## config.mk

```make
export PLATFORM = sky130hd
export DESIGN_NAME = pe_ctrl_flat
export DESIGN_NICKNAME = d
export VERILOG_FILES = /design/src/rtl/pe_pkg.sv /design/src/rtl/pe_ctrl_if.sv /design/src/rtl/pe_ctrl_pipe.sv /design/src/rtl/pe_ctrl.sv /design/src/flat_wrapper.sv
export SDC_FILE = /design/constraint.sdc
export NUM_CORES = 1
export LEC_CHECK = 0
export CAP_MARGIN = 15
export CORE_MARGIN = 2
export CORE_UTILIZATION = 25
export CTS_BUF_LIST = sky130_fd_sc_hd__clkbuf_16
export DETAILED_ROUTE_END_ITERATION = 16
export GPL_TIMING_DRIVEN = 0
export PLACE_DENSITY = 0.45
export SYNTH_ARGS = -nofsm -noshare
export SYNTH_HDL_FRONTEND = slang
export SYNTH_SLANG_ARGS = --single-unit
export TNS_END_PERCENT = 5
```

## constraint.sdc

```tcl
create_clock -name clk -period 4.15 [get_ports clk]
set_input_delay 0.415 -clock clk [delete_from_list [all_inputs] [get_ports clk]]
set_output_delay 0.415 -clock clk [all_outputs]
set_load 0.05 [all_outputs]
```

## src/rtl/pe_pkg.sv

```systemverilog
// Shared types and defaults for the processing-element sequencer.
package pe_pkg;

   localparam int unsigned DEF_K_W      = 8;
   localparam int unsigned DEF_P_W      = 4;
   localparam int unsigned DEF_MULT_LAT = 2;

   // fifo_C mux select encodings
   localparam logic C_SEL_LOCAL = 1'b0;
   localparam logic C_SEL_PASS  = 1'b1;

   typedef enum logic [2:0] {
      S_IDLE,
      S_MAC,
      S_FLUSH,
      S_WRITE,
      S_PASS,
      S_DONE
   } pe_state_t;

endpackage

```

## src/rtl/pe_ctrl_if.sv

```systemverilog
// Job, operand-FIFO, accumulator and fifo_C control bundle for one PE.
interface pe_ctrl_if
   import pe_pkg::*;
#(
   parameter int unsigned K_W = DEF_K_W,
   parameter int unsigned P_W = DEF_P_W
);
   logic           start;
   logic [K_W-1:0] k_len;
   logic [P_W-1:0] pass_len;
   logic           busy;
   logic           done;
   logic           a_empty;
   logic           b_empty;
   logic           a_rd;
   logic           b_rd;
   logic           reg_ld;
   logic           acc_clr;
   logic           acc_en;
   logic           c_sel;
   logic           c_in_valid;
   logic           c_in_rd;
   logic           c_full;
   logic           c_wr;

   modport slave (
      input  start, k_len, pass_len, a_empty, b_empty, c_in_valid, c_full,
      output busy, done, a_rd, b_rd, reg_ld, acc_clr, acc_en, c_sel,
             c_in_rd, c_wr
   );

   modport master (
      output start, k_len, pass_len, a_empty, b_empty, c_in_valid, c_full,
      input  busy, done, a_rd, b_rd, reg_ld, acc_clr, acc_en, c_sel,
             c_in_rd, c_wr
   );

endinterface

```

## src/rtl/pe_ctrl_pipe.sv

```systemverilog
// Valid delay line tracking operand pops through RA/RB and the multiplier.
module pe_ctrl_pipe
   import pe_pkg::*;
#(
   parameter int unsigned MULT_LAT = DEF_MULT_LAT
) (
   input  logic clk,
   input  logic rst,
   input  logic in_vld,
   input  logic in_first,
   output logic reg_ld,
   output logic acc_en,
   output logic acc_clr,
   output logic empty
);
   localparam int unsigned DEPTH = 1 + MULT_LAT;

   logic [DEPTH-1:0] vld_q, vld_d;
   logic [DEPTH-1:0] first_q, first_d;

   // shift pop valid and first-product marker one stage per cycle
   always_comb begin
      vld_d   = {vld_q[DEPTH-2:0], in_vld};
      first_d = {first_q[DEPTH-2:0], in_vld & in_first};
   end

   // delay-line registers, flushed on reset
   always_ff @(posedge clk) begin
      if (rst) begin
         vld_q   <= '0;
         first_q <= '0;
      end else begin
         vld_q   <= vld_d;
         first_q <= first_d;
      end
   end

   // stage 0 loads RA/RB, last stage is product valid at Mem_C
   always_comb begin
      reg_ld  = vld_q[0];
      acc_en  = vld_q[DEPTH-1];
      acc_clr = first_q[DEPTH-1];
      empty   = ~|vld_q;
   end

endmodule

```

## src/rtl/pe_ctrl.sv

```systemverilog
// Local sequencer for one systolic-array PE: MAC issue, flush, result write, pass-through.
module pe_ctrl
   import pe_pkg::*;
#(
   parameter int unsigned MULT_LAT = DEF_MULT_LAT,
   parameter int unsigned K_W      = DEF_K_W,
   parameter int unsigned P_W      = DEF_P_W
) (
   input logic        clk,
   input logic        rst,
   pe_ctrl_if.slave   bus
);
   pe_state_t      state_q, state_d;
   logic [K_W-1:0] k_len_q, k_len_d;
   logic [K_W-1:0] issue_q, issue_d;
   logic [P_W-1:0] pass_len_q, pass_len_d;
   logic [P_W-1:0] pass_cnt_q, pass_cnt_d;
   logic           busy_q, busy_d;
   logic           done_q, done_d;
   logic           c_sel_q, c_sel_d;
   logic           pop, first_pop, wr, in_rd;
   logic           pipe_empty, pipe_reg_ld, pipe_acc_en, pipe_acc_clr;

   pe_ctrl_pipe #(.MULT_LAT(MULT_LAT)) u_pipe (
      .clk      (clk),
      .rst      (rst),
      .in_vld   (pop),
      .in_first (first_pop),
      .reg_ld   (pipe_reg_ld),
      .acc_en   (pipe_acc_en),
      .acc_clr  (pipe_acc_clr),
      .empty    (pipe_empty)
   );

   // next state, counters and same-cycle FIFO strobes
   always_comb begin
      state_d    = state_q;
      k_len_d    = k_len_q;
      issue_d    = issue_q;
      pass_len_d = pass_len_q;
      pass_cnt_d = pass_cnt_q;
      pop        = 1'b0;
      first_pop  = 1'b0;
      wr         = 1'b0;
      in_rd      = 1'b0;
      case (state_q)
         S_IDLE: begin
            if (bus.start) begin
               k_len_d    = bus.k_len;
               pass_len_d = bus.pass_len;
               issue_d    = '0;
               pass_cnt_d = '0;
               if (bus.k_len != '0)         state_d = S_MAC;
               else if (bus.pass_len != '0) state_d = S_PASS;
               else                         state_d = S_DONE;
            end
         end
         S_MAC: begin
            pop       = !bus.a_empty && !bus.b_empty;
            first_pop = (issue_q == '0);
            if (pop) begin
               issue_d = issue_q + 1'b1;
               if (issue_d == k_len_q) state_d = S_FLUSH;
            end
         end
         S_FLUSH: begin
            // empty delay line here means the last product already reached Mem_C
            if (pipe_empty) state_d = S_WRITE;
         end
         S_WRITE: begin
            wr = !bus.c_full;
            if (wr) state_d = (pass_len_q != '0) ? S_PASS : S_DONE;
         end
         S_PASS: begin
            wr    = bus.c_in_valid && !bus.c_full;
            in_rd = wr;
            if (wr) begin
               pass_cnt_d = pass_cnt_q + 1'b1;
               if (pass_cnt_d == pass_len_q) state_d = S_DONE;
            end
         end
         S_DONE: state_d = S_IDLE;
         default: state_d = S_IDLE;
      endcase
      busy_d  = (state_d != S_IDLE);
      done_d  = (state_d == S_DONE);
      c_sel_d = (state_d == S_PASS) ? C_SEL_PASS : C_SEL_LOCAL;
   end

   // state and registered status outputs
   always_ff @(posedge clk) begin
      if (rst) begin
         state_q    <= S_IDLE;
         k_len_q    <= '0;
         issue_q    <= '0;
         pass_len_q <= '0;
         pass_cnt_q <= '0;
         busy_q     <= 1'b0;
         done_q     <= 1'b0;
         c_sel_q    <= C_SEL_LOCAL;
      end else begin
         state_q    <= state_d;
         k_len_q    <= k_len_d;
         issue_q    <= issue_d;
         pass_len_q <= pass_len_d;
         pass_cnt_q <= pass_cnt_d;
         busy_q     <= busy_d;
         done_q     <= done_d;
         c_sel_q    <= c_sel_d;
      end
   end

   // drive the interface
   always_comb begin
      bus.a_rd    = pop;
      bus.b_rd    = pop;
      bus.c_wr    = wr;
      bus.c_in_rd = in_rd;
      bus.reg_ld  = pipe_reg_ld;
      bus.acc_en  = pipe_acc_en;
      bus.acc_clr = pipe_acc_clr;
      bus.busy    = busy_q;
      bus.done    = done_q;
      bus.c_sel   = c_sel_q;
   end

endmodule

```

## src/flat_wrapper.sv

```systemverilog
// flat-port wrapper written by rule: the top's interface ports become plain ports
module pe_ctrl_flat import pe_pkg::*;
#(
   parameter int unsigned MULT_LAT = DEF_MULT_LAT,
   parameter int unsigned K_W      = DEF_K_W,
   parameter int unsigned P_W      = DEF_P_W
)
  (clk, rst, bus_start, bus_k_len, bus_pass_len, bus_a_empty, bus_b_empty, bus_c_in_valid, bus_c_full, bus_busy, bus_done, bus_a_rd, bus_b_rd, bus_reg_ld, bus_acc_clr, bus_acc_en, bus_c_sel, bus_c_in_rd, bus_c_wr);
  pe_ctrl_if #(.K_W(K_W), .P_W(P_W)) bus_i ();
  input logic clk;
  input logic rst;
  input wire logic [$bits(bus_i.start)-1:0] bus_start;
  input wire logic [$bits(bus_i.k_len)-1:0] bus_k_len;
  input wire logic [$bits(bus_i.pass_len)-1:0] bus_pass_len;
  input wire logic [$bits(bus_i.a_empty)-1:0] bus_a_empty;
  input wire logic [$bits(bus_i.b_empty)-1:0] bus_b_empty;
  input wire logic [$bits(bus_i.c_in_valid)-1:0] bus_c_in_valid;
  input wire logic [$bits(bus_i.c_full)-1:0] bus_c_full;
  output wire logic [$bits(bus_i.busy)-1:0] bus_busy;
  output wire logic [$bits(bus_i.done)-1:0] bus_done;
  output wire logic [$bits(bus_i.a_rd)-1:0] bus_a_rd;
  output wire logic [$bits(bus_i.b_rd)-1:0] bus_b_rd;
  output wire logic [$bits(bus_i.reg_ld)-1:0] bus_reg_ld;
  output wire logic [$bits(bus_i.acc_clr)-1:0] bus_acc_clr;
  output wire logic [$bits(bus_i.acc_en)-1:0] bus_acc_en;
  output wire logic [$bits(bus_i.c_sel)-1:0] bus_c_sel;
  output wire logic [$bits(bus_i.c_in_rd)-1:0] bus_c_in_rd;
  output wire logic [$bits(bus_i.c_wr)-1:0] bus_c_wr;
  assign bus_i.start = bus_start;
  assign bus_i.k_len = bus_k_len;
  assign bus_i.pass_len = bus_pass_len;
  assign bus_i.a_empty = bus_a_empty;
  assign bus_i.b_empty = bus_b_empty;
  assign bus_i.c_in_valid = bus_c_in_valid;
  assign bus_i.c_full = bus_c_full;
  assign bus_busy = bus_i.busy;
  assign bus_done = bus_i.done;
  assign bus_a_rd = bus_i.a_rd;
  assign bus_b_rd = bus_i.b_rd;
  assign bus_reg_ld = bus_i.reg_ld;
  assign bus_acc_clr = bus_i.acc_clr;
  assign bus_acc_en = bus_i.acc_en;
  assign bus_c_sel = bus_i.c_sel;
  assign bus_c_in_rd = bus_i.c_in_rd;
  assign bus_c_wr = bus_i.c_wr;
  pe_ctrl #(.MULT_LAT(MULT_LAT), .K_W(K_W), .P_W(P_W)) u_core (.clk(clk), .rst(rst), .bus(bus_i));
endmodule
```

==> results of run 1 <==
[through the flow]
stage                     power [uW]  utilization  hold WS, ns
after global placement           480        0.319        0.418
after global routing             942        0.344        0.465
after floorplan                  435            -        0.414
final                            901        0.344        0.435
after detailed placement         479        0.319        0.429
after CTS                        912        0.344        0.443
[layer usage]
layer	global-route usage	routed length, microns	vias to the layer above
li1	-	-	839
met1	0.170	2240	725
met2	0.183	1840	40
met3	0.0336	181	6
met4	0.0482	92	0
met5	0	0	-
[cell families (layout without fill, tap and decap cells)]
kind of cell | count (synthesis) | count (layout) | share of synthesized area
flip-flops | 36 | 36 | 0.405
multiplexers | 1 | 1 | 0.00633
XOR/XNOR | 17 | 17 | 0.0837
buffers and inverters | 18 | 54 | 0.0443
adder cells (fa/ha/maj) | 3 | 3 | 0.0211
AO/OA/AOI/OAI | 46 | 46 | 0.151
AND/OR/NAND/NOR | 102 | 102 | 0.289
[synthesized netlist by cell type, drive strengths merged]
master | count | area (sq um)
dfxtp | 36 | 721
nand2 | 33 | 124
a21oi | 27 | 135
nor2 | 22 | 82.6
xnor2 | 14 | 123
nor2b | 8 | 50.1
o21ai | 7 | 35.0
buf | 6 | 32.5
clkbuf | 6 | 23.8
inv | 6 | 22.5
nand3 | 6 | 30.0
nor3 | 6 | 35.0
and3 | 4 | 25.0
nand3b | 4 | 30.0
ha | 3 | 37.5
nand4 | 3 | 18.8
nor4 | 3 | 18.8
nor4b | 3 | 32.5
or4 | 3 | 22.5
xor2 | 3 | 26.3
and2 | 2 | 12.5
nand2b | 2 | 12.5
o311ai | 2 | 17.5
or3 | 2 | 12.5
a211oi | 1 | 7.51
a21o | 1 | 7.51
a221oi | 1 | 8.76
a31oi | 1 | 6.26
a32oi | 1 | 8.76
and2b | 1 | 7.51
mux2 | 1 | 11.3
o21ba | 1 | 10.0
o221ai | 1 | 8.76
o22ai | 1 | 6.26
o31a | 1 | 8.76
o31ai | 1 | 7.51
[flip-flops by register name (all words and copies together) (netlist names)]
signal	flops
u_core.issue_q	8
u_core.k_len_q	8
u_core.pass_cnt_q	4
u_core.pass_len_q	4
u_core.state_q	3
u_core.u_pipe.first_q	3
u_core.u_pipe.vld_q	3
u_core.bus.busy	1
u_core.bus.c_sel	1
u_core.bus.done	1
[power groups by stage]
stage,registers [uW],logic (uW),clock network (uW)
2_1_floorplan,378,57.6,0
3_3_place_gp,376,104,0
3_5_place_dp,376,103,0
4_1_cts,368,103,440
5_1_grt,370,114,458
6_report,368,102,431
[path summary, 6_finish.rpt]
check | startpoint | endpoint | slack (ns) | cells after the start
setup / recovery | u_core.state_q[0] | bus_b_rd | 1.14 | 6
hold / removal | u_core.u_pipe.first_q[1] | u_core.u_pipe.first_q[2] | 0.43 | 1
setup reg to reg | u_core.issue_q[0] | u_core.bus.done | 1.87 | 8
hold reg to reg | u_core.u_pipe.first_q[1] | u_core.u_pipe.first_q[2] | 0.43 | 1
[cell type report]
cell class              count  area, sq um  area share
multi-input cells         169          980       0.417
flip-flops and latches     36          721       0.307
repair buffers             28          280       0.119
inverters                   6         22.5     0.00959
clock buffers               5          125      0.0533
clock inverters             3         42.5      0.0181
well taps                  96          120      0.0512
plain buffers              12         56.3      0.0240
[worst max-delay path: cells and delay by family (launching register included)]
| kind | cells | cell delay (ns) |
|---|---|---|
| buffers and inverters | 3 | 1.20 |
| DFF | 1 | 0.46 |
| and+or+nand+nor | 3 | 0.65 |
==> results.cfg, run 1 <==
[clock_network]
clock_latency_ns = 0.28
cts_buffers = 5
clkSinkCount = 36
clock_path_buffers = 2
cts_setup_buffers = 0
cts_tree = built
h-tree-depth = 2
clockRootBuffer = clkbuf_16
cts.clk_slew.worst_paths_ns = 0.06
cts_resized = 0
cts_hold_buf = 0

[job]
cap_violations = 0

[global_routing]
grt_pass1_wl_microns = 7360
gr-total-overflow = 0
grt_pass1_vias = 1470
antenna_found_initial = 0
grt_max_degree = 13
grtUsageTotal = 0.123

[synthesis]
synthCells = 223
synth_area_sq_um = 1780
yosysUniqueCellTypes = 42
synth_fp_nets = 245
yosys_warnings = 0
syn_area_per_cell_sq_um = 7.98
seq_area_frac_synth = 0.405
ys_ff_latch = 36

[power_and_ir_drop]
internal-power_uw = 685
clkPwrFrac = 0.478
powerDensity_nw_per_um2 = 384
ir_worst_vdd_mv = 0.161
power.leakage_uw = 0.000855
switching_share = 0.240
comb_power_share = 0.114
seqPwrFrac = 0.409
p_sw_uw = 216

[floorplan]
ioPinCount = 29
dieArea_sq_um = 7810
initial_utilization = 0.260
die_height_microns = 88.4
fp-row-count = 30
die_x_microns = 88.4
core-area_sq_um = 6830

[placement]
place.gp.congestion = 0.777
place_ws_ns = 1.22
port_buffers = 28
place_area_sq_um = 2180
place_inst = 347
dp_hpwl_microns = 3320

[drt]
wl_microns = 4360
drtIter0Drc = 105
vias = 1610
wl_per_cell_microns = 12.3
via_per_inst = 4.54
drc = 0
firstDrtPassIters = 4
drtAntennaViolNets = 0

[final_layout]
layout_common_cells = dfxtp_1 (36), nand2_1 (33), clkdlybuf4s50_1 (28), a21oi_1 (27), nor2_1 (22)
layout.nets = 280
final_cell_count_no_fill = 355
diodes = 0
syn_to_final_growth_pct = 31.9
fill_cells = 755
final_cell_area_sq_um = 2350
layout-drive-gt1-share = 0.0695
final_common_cell = dfxtp_1

[timing]
max_freq_mhz = 332
finalSetupTns_ns = 0
finalSetupViolCount = 0
postLayoutSetupSlackWorst_ns = 1.14
slew_viol_final = 0
fin_skew_ns = 0.00319
slew_headroom = 0.577
period_needed_ns = 3.01
finalHoldViolations = 0
worst_pin_slew_ns = 0.632
grt_setup_unrepaired = no
fin_crit_sh = 0.725

[setup_path]
slowest_stage = clkdlybuf4s50_1
crit_chain = and2b_1, nand2b_1, or3_1, inv_1, buf_4, clkdlybuf4s50_1
max_stage_delay_ns = 0.79
critPathCaptureType = output pin
worst_ep_arrival_time_ns = 2.60
path_class = reg -> out
crit_fanout = 8
cp-start-kind = flip-flop
crit_required_ns = 3.73

[outcome]
status = complete, no violations

[worst_hold_path]
hp-class = reg -> reg
(Power assumes the default switching activity.)
==> inputs of run 2 (changes only) <==
Clock period 4.15 ns to 2.9 ns, I/O delays scaled along.
==> run 2 against run 1 <==
Compared with the run above: critical path depth down 1; register-to-register slack got worse by 1.3 ns; flip-flop and latch count is the same; worst hold slack barely moved; wire length rose by 0.23%; critical endpoint is now bus_c_in_rd; largest cell class unchanged.
==> results.cfg, run 2 (same netlist as run 1, synthesis figures left out) <==
[timing]
slew_headroom = 0.562
period_needed_ns = 2.68
finalHoldViolations = 0
slew_viol_final = 0
max_freq_mhz = 373
worst_pin_slew_ns = 0.655
fin_crit_sh = 0.925
grt_setup_unrepaired = no
postLayoutSetupSlackWorst_ns = 0.219
fin_skew_ns = 0.00311
finalSetupTns_ns = 0
finalSetupViolCount = 0
hold_slack_ns = 0.435

[drt]
drc = 0
wl_microns = 4370
wl_per_cell_microns = 12.3
drtAntennaViolNets = 0
via_per_inst = 4.54
vias = 1613
drtIter0Drc = 106
firstDrtPassIters = 4

[final_layout]
syn_to_final_growth_pct = 32.2
layout-drive-gt1-share = 0.0695
final_common_cell = dfxtp_1
top_regs = u_core.issue_q (8), u_core.k_len_q (8)
layout.nets = 280
layout_common_cells = dfxtp_1 (36), nand2_1 (33), a21oi_1 (27), clkdlybuf4s50_1 (26), nor2_1 (22)
fill_cells = 754
diodes = 0
final_cell_area_sq_um = 2350

[global_routing]
grtUsageTotal = 0.123
grt_pass1_vias = 1470
gr-total-overflow = 0
grt_pass1_wl_microns = 7360
antenna_found_initial = 0
grt_max_degree = 13

[clock_network]
cts.clk_slew.worst_paths_ns = 0.06
clock_path_buffers = 2
cts_tree = built
clock_latency_ns = 0.28
clkSinkCount = 36
h-tree-depth = 2
clockRootBuffer = clkbuf_16
cts_hold_buf = 0
cts_buffers = 5

[setup_path]
slowest_stage = clkdlybuf4s50_1
crit_chain = buf_2, nor4b_1, nand2_1, inv_1, clkdlybuf4s50_1
cp-start-kind = flip-flop
cp_num_buf_inv = 3
startpoint = u_core.state_q[2]
regToRegStartpoint = u_core.issue_q[0]
crit_fanout = 9
worst_ep_arrival_time_ns = 2.39
reg2regPathDepth = 8
reg2reg_to = u_core.bus.done
endpoint = bus_c_in_rd
critPathCaptureType = output pin
crit_required_ns = 2.61
cp_num_cells = 5
path_class = reg -> out
max_stage_delay_ns = 0.82
rrSetupSlack_ns = 0.61
path_delay_family = buffers and inverters

[floorplan]
die_x_microns = 88.4
fp-row-count = 30
die_height_microns = 88.4
ioPinCount = 29
dieArea_sq_um = 7810
initial_utilization = 0.260
core-area_sq_um = 6830

[outcome]
status = complete, no violations

[placement]
dp_hpwl_microns = 3320
port_buffers = 28
place_area_sq_um = 2180
place_ws_ns = 0.225
place.gp.congestion = 0.777

[power_and_ir_drop]
powerDensity_nw_per_um2 = 548
ir_worst_vdd_mv = 0.230
power.leakage_uw = 0.000890

[worst_hold_path]
hp-class = reg -> reg

[job]
cap_violations = 0
## run 2: cell types whose count changed in the layout (fill, tap and decap cells not counted), sizes merged
| cell | previous run | this run |
|---|---|---|
| clkdlybuf4s50 | 28 | 26 |
| dlymetal6s2s | 0 | 2 |
## run 2: final cells by class
cell class	count	area, sq um	area share
plain buffers	12	56.3	0.0239
clock buffers	5	125	0.0532
inverters	6	22.5	0.00957
clock inverters	3	42.5	0.0181
flip-flops and latches	36	721	0.306
multi-input cells	169	980	0.416
repair buffers	28	285	0.121
well taps	96	120	0.0511
## run 2: worst min path at each step
stage	from	cells after the start	endpoint	slack, ns
after floorplan	rst	1	u_core.u_pipe.vld_q[0]	0.37
after global placement	u_core.u_pipe.first_q[1]	1	u_core.u_pipe.first_q[2]	0.42
after detailed placement	u_core.u_pipe.first_q[1]	1	u_core.u_pipe.first_q[2]	0.43
after CTS	u_core.u_pipe.first_q[1]	1	u_core.u_pipe.first_q[2]	0.44
after global routing	u_core.u_pipe.first_q[0]	1	u_core.u_pipe.first_q[1]	0.47
final	u_core.u_pipe.first_q[1]	1	u_core.u_pipe.first_q[2]	0.43
## run 2: through the flow
step	util	power, uW	cells
after floorplan	-	623	223
after global placement	0.319	686	347
after detailed placement	0.319	685	347
after CTS	0.344	1300	355
after global routing	0.344	1350	355
final	0.344	1290	355
## run 2: layer usage
metal	vias to the layer above	routed length, microns	GRT usage
met5	-	0	0
met4	0	92	0.0482
met3	6	201	0.0336
met2	46	1850	0.183
met1	721	2220	0.170
li1	840	-	-
## run 2: what timing repair did
item | 4_1_cts | 5_1_grt
setup endpoints to repair | 0 | 2
setup buffers | 0 | 0
gates resized for setup | 0 | 2
## run 2: power breakdown
part	internal (uW)	switching, uW	total [uW]	leakage (uW)
Sequential	511	15.8	527	0.000293
Clock	404	213	616	0.0000798
Combinational	65.2	81.2	146	0.000517
Total	980	310	1290	0.000890
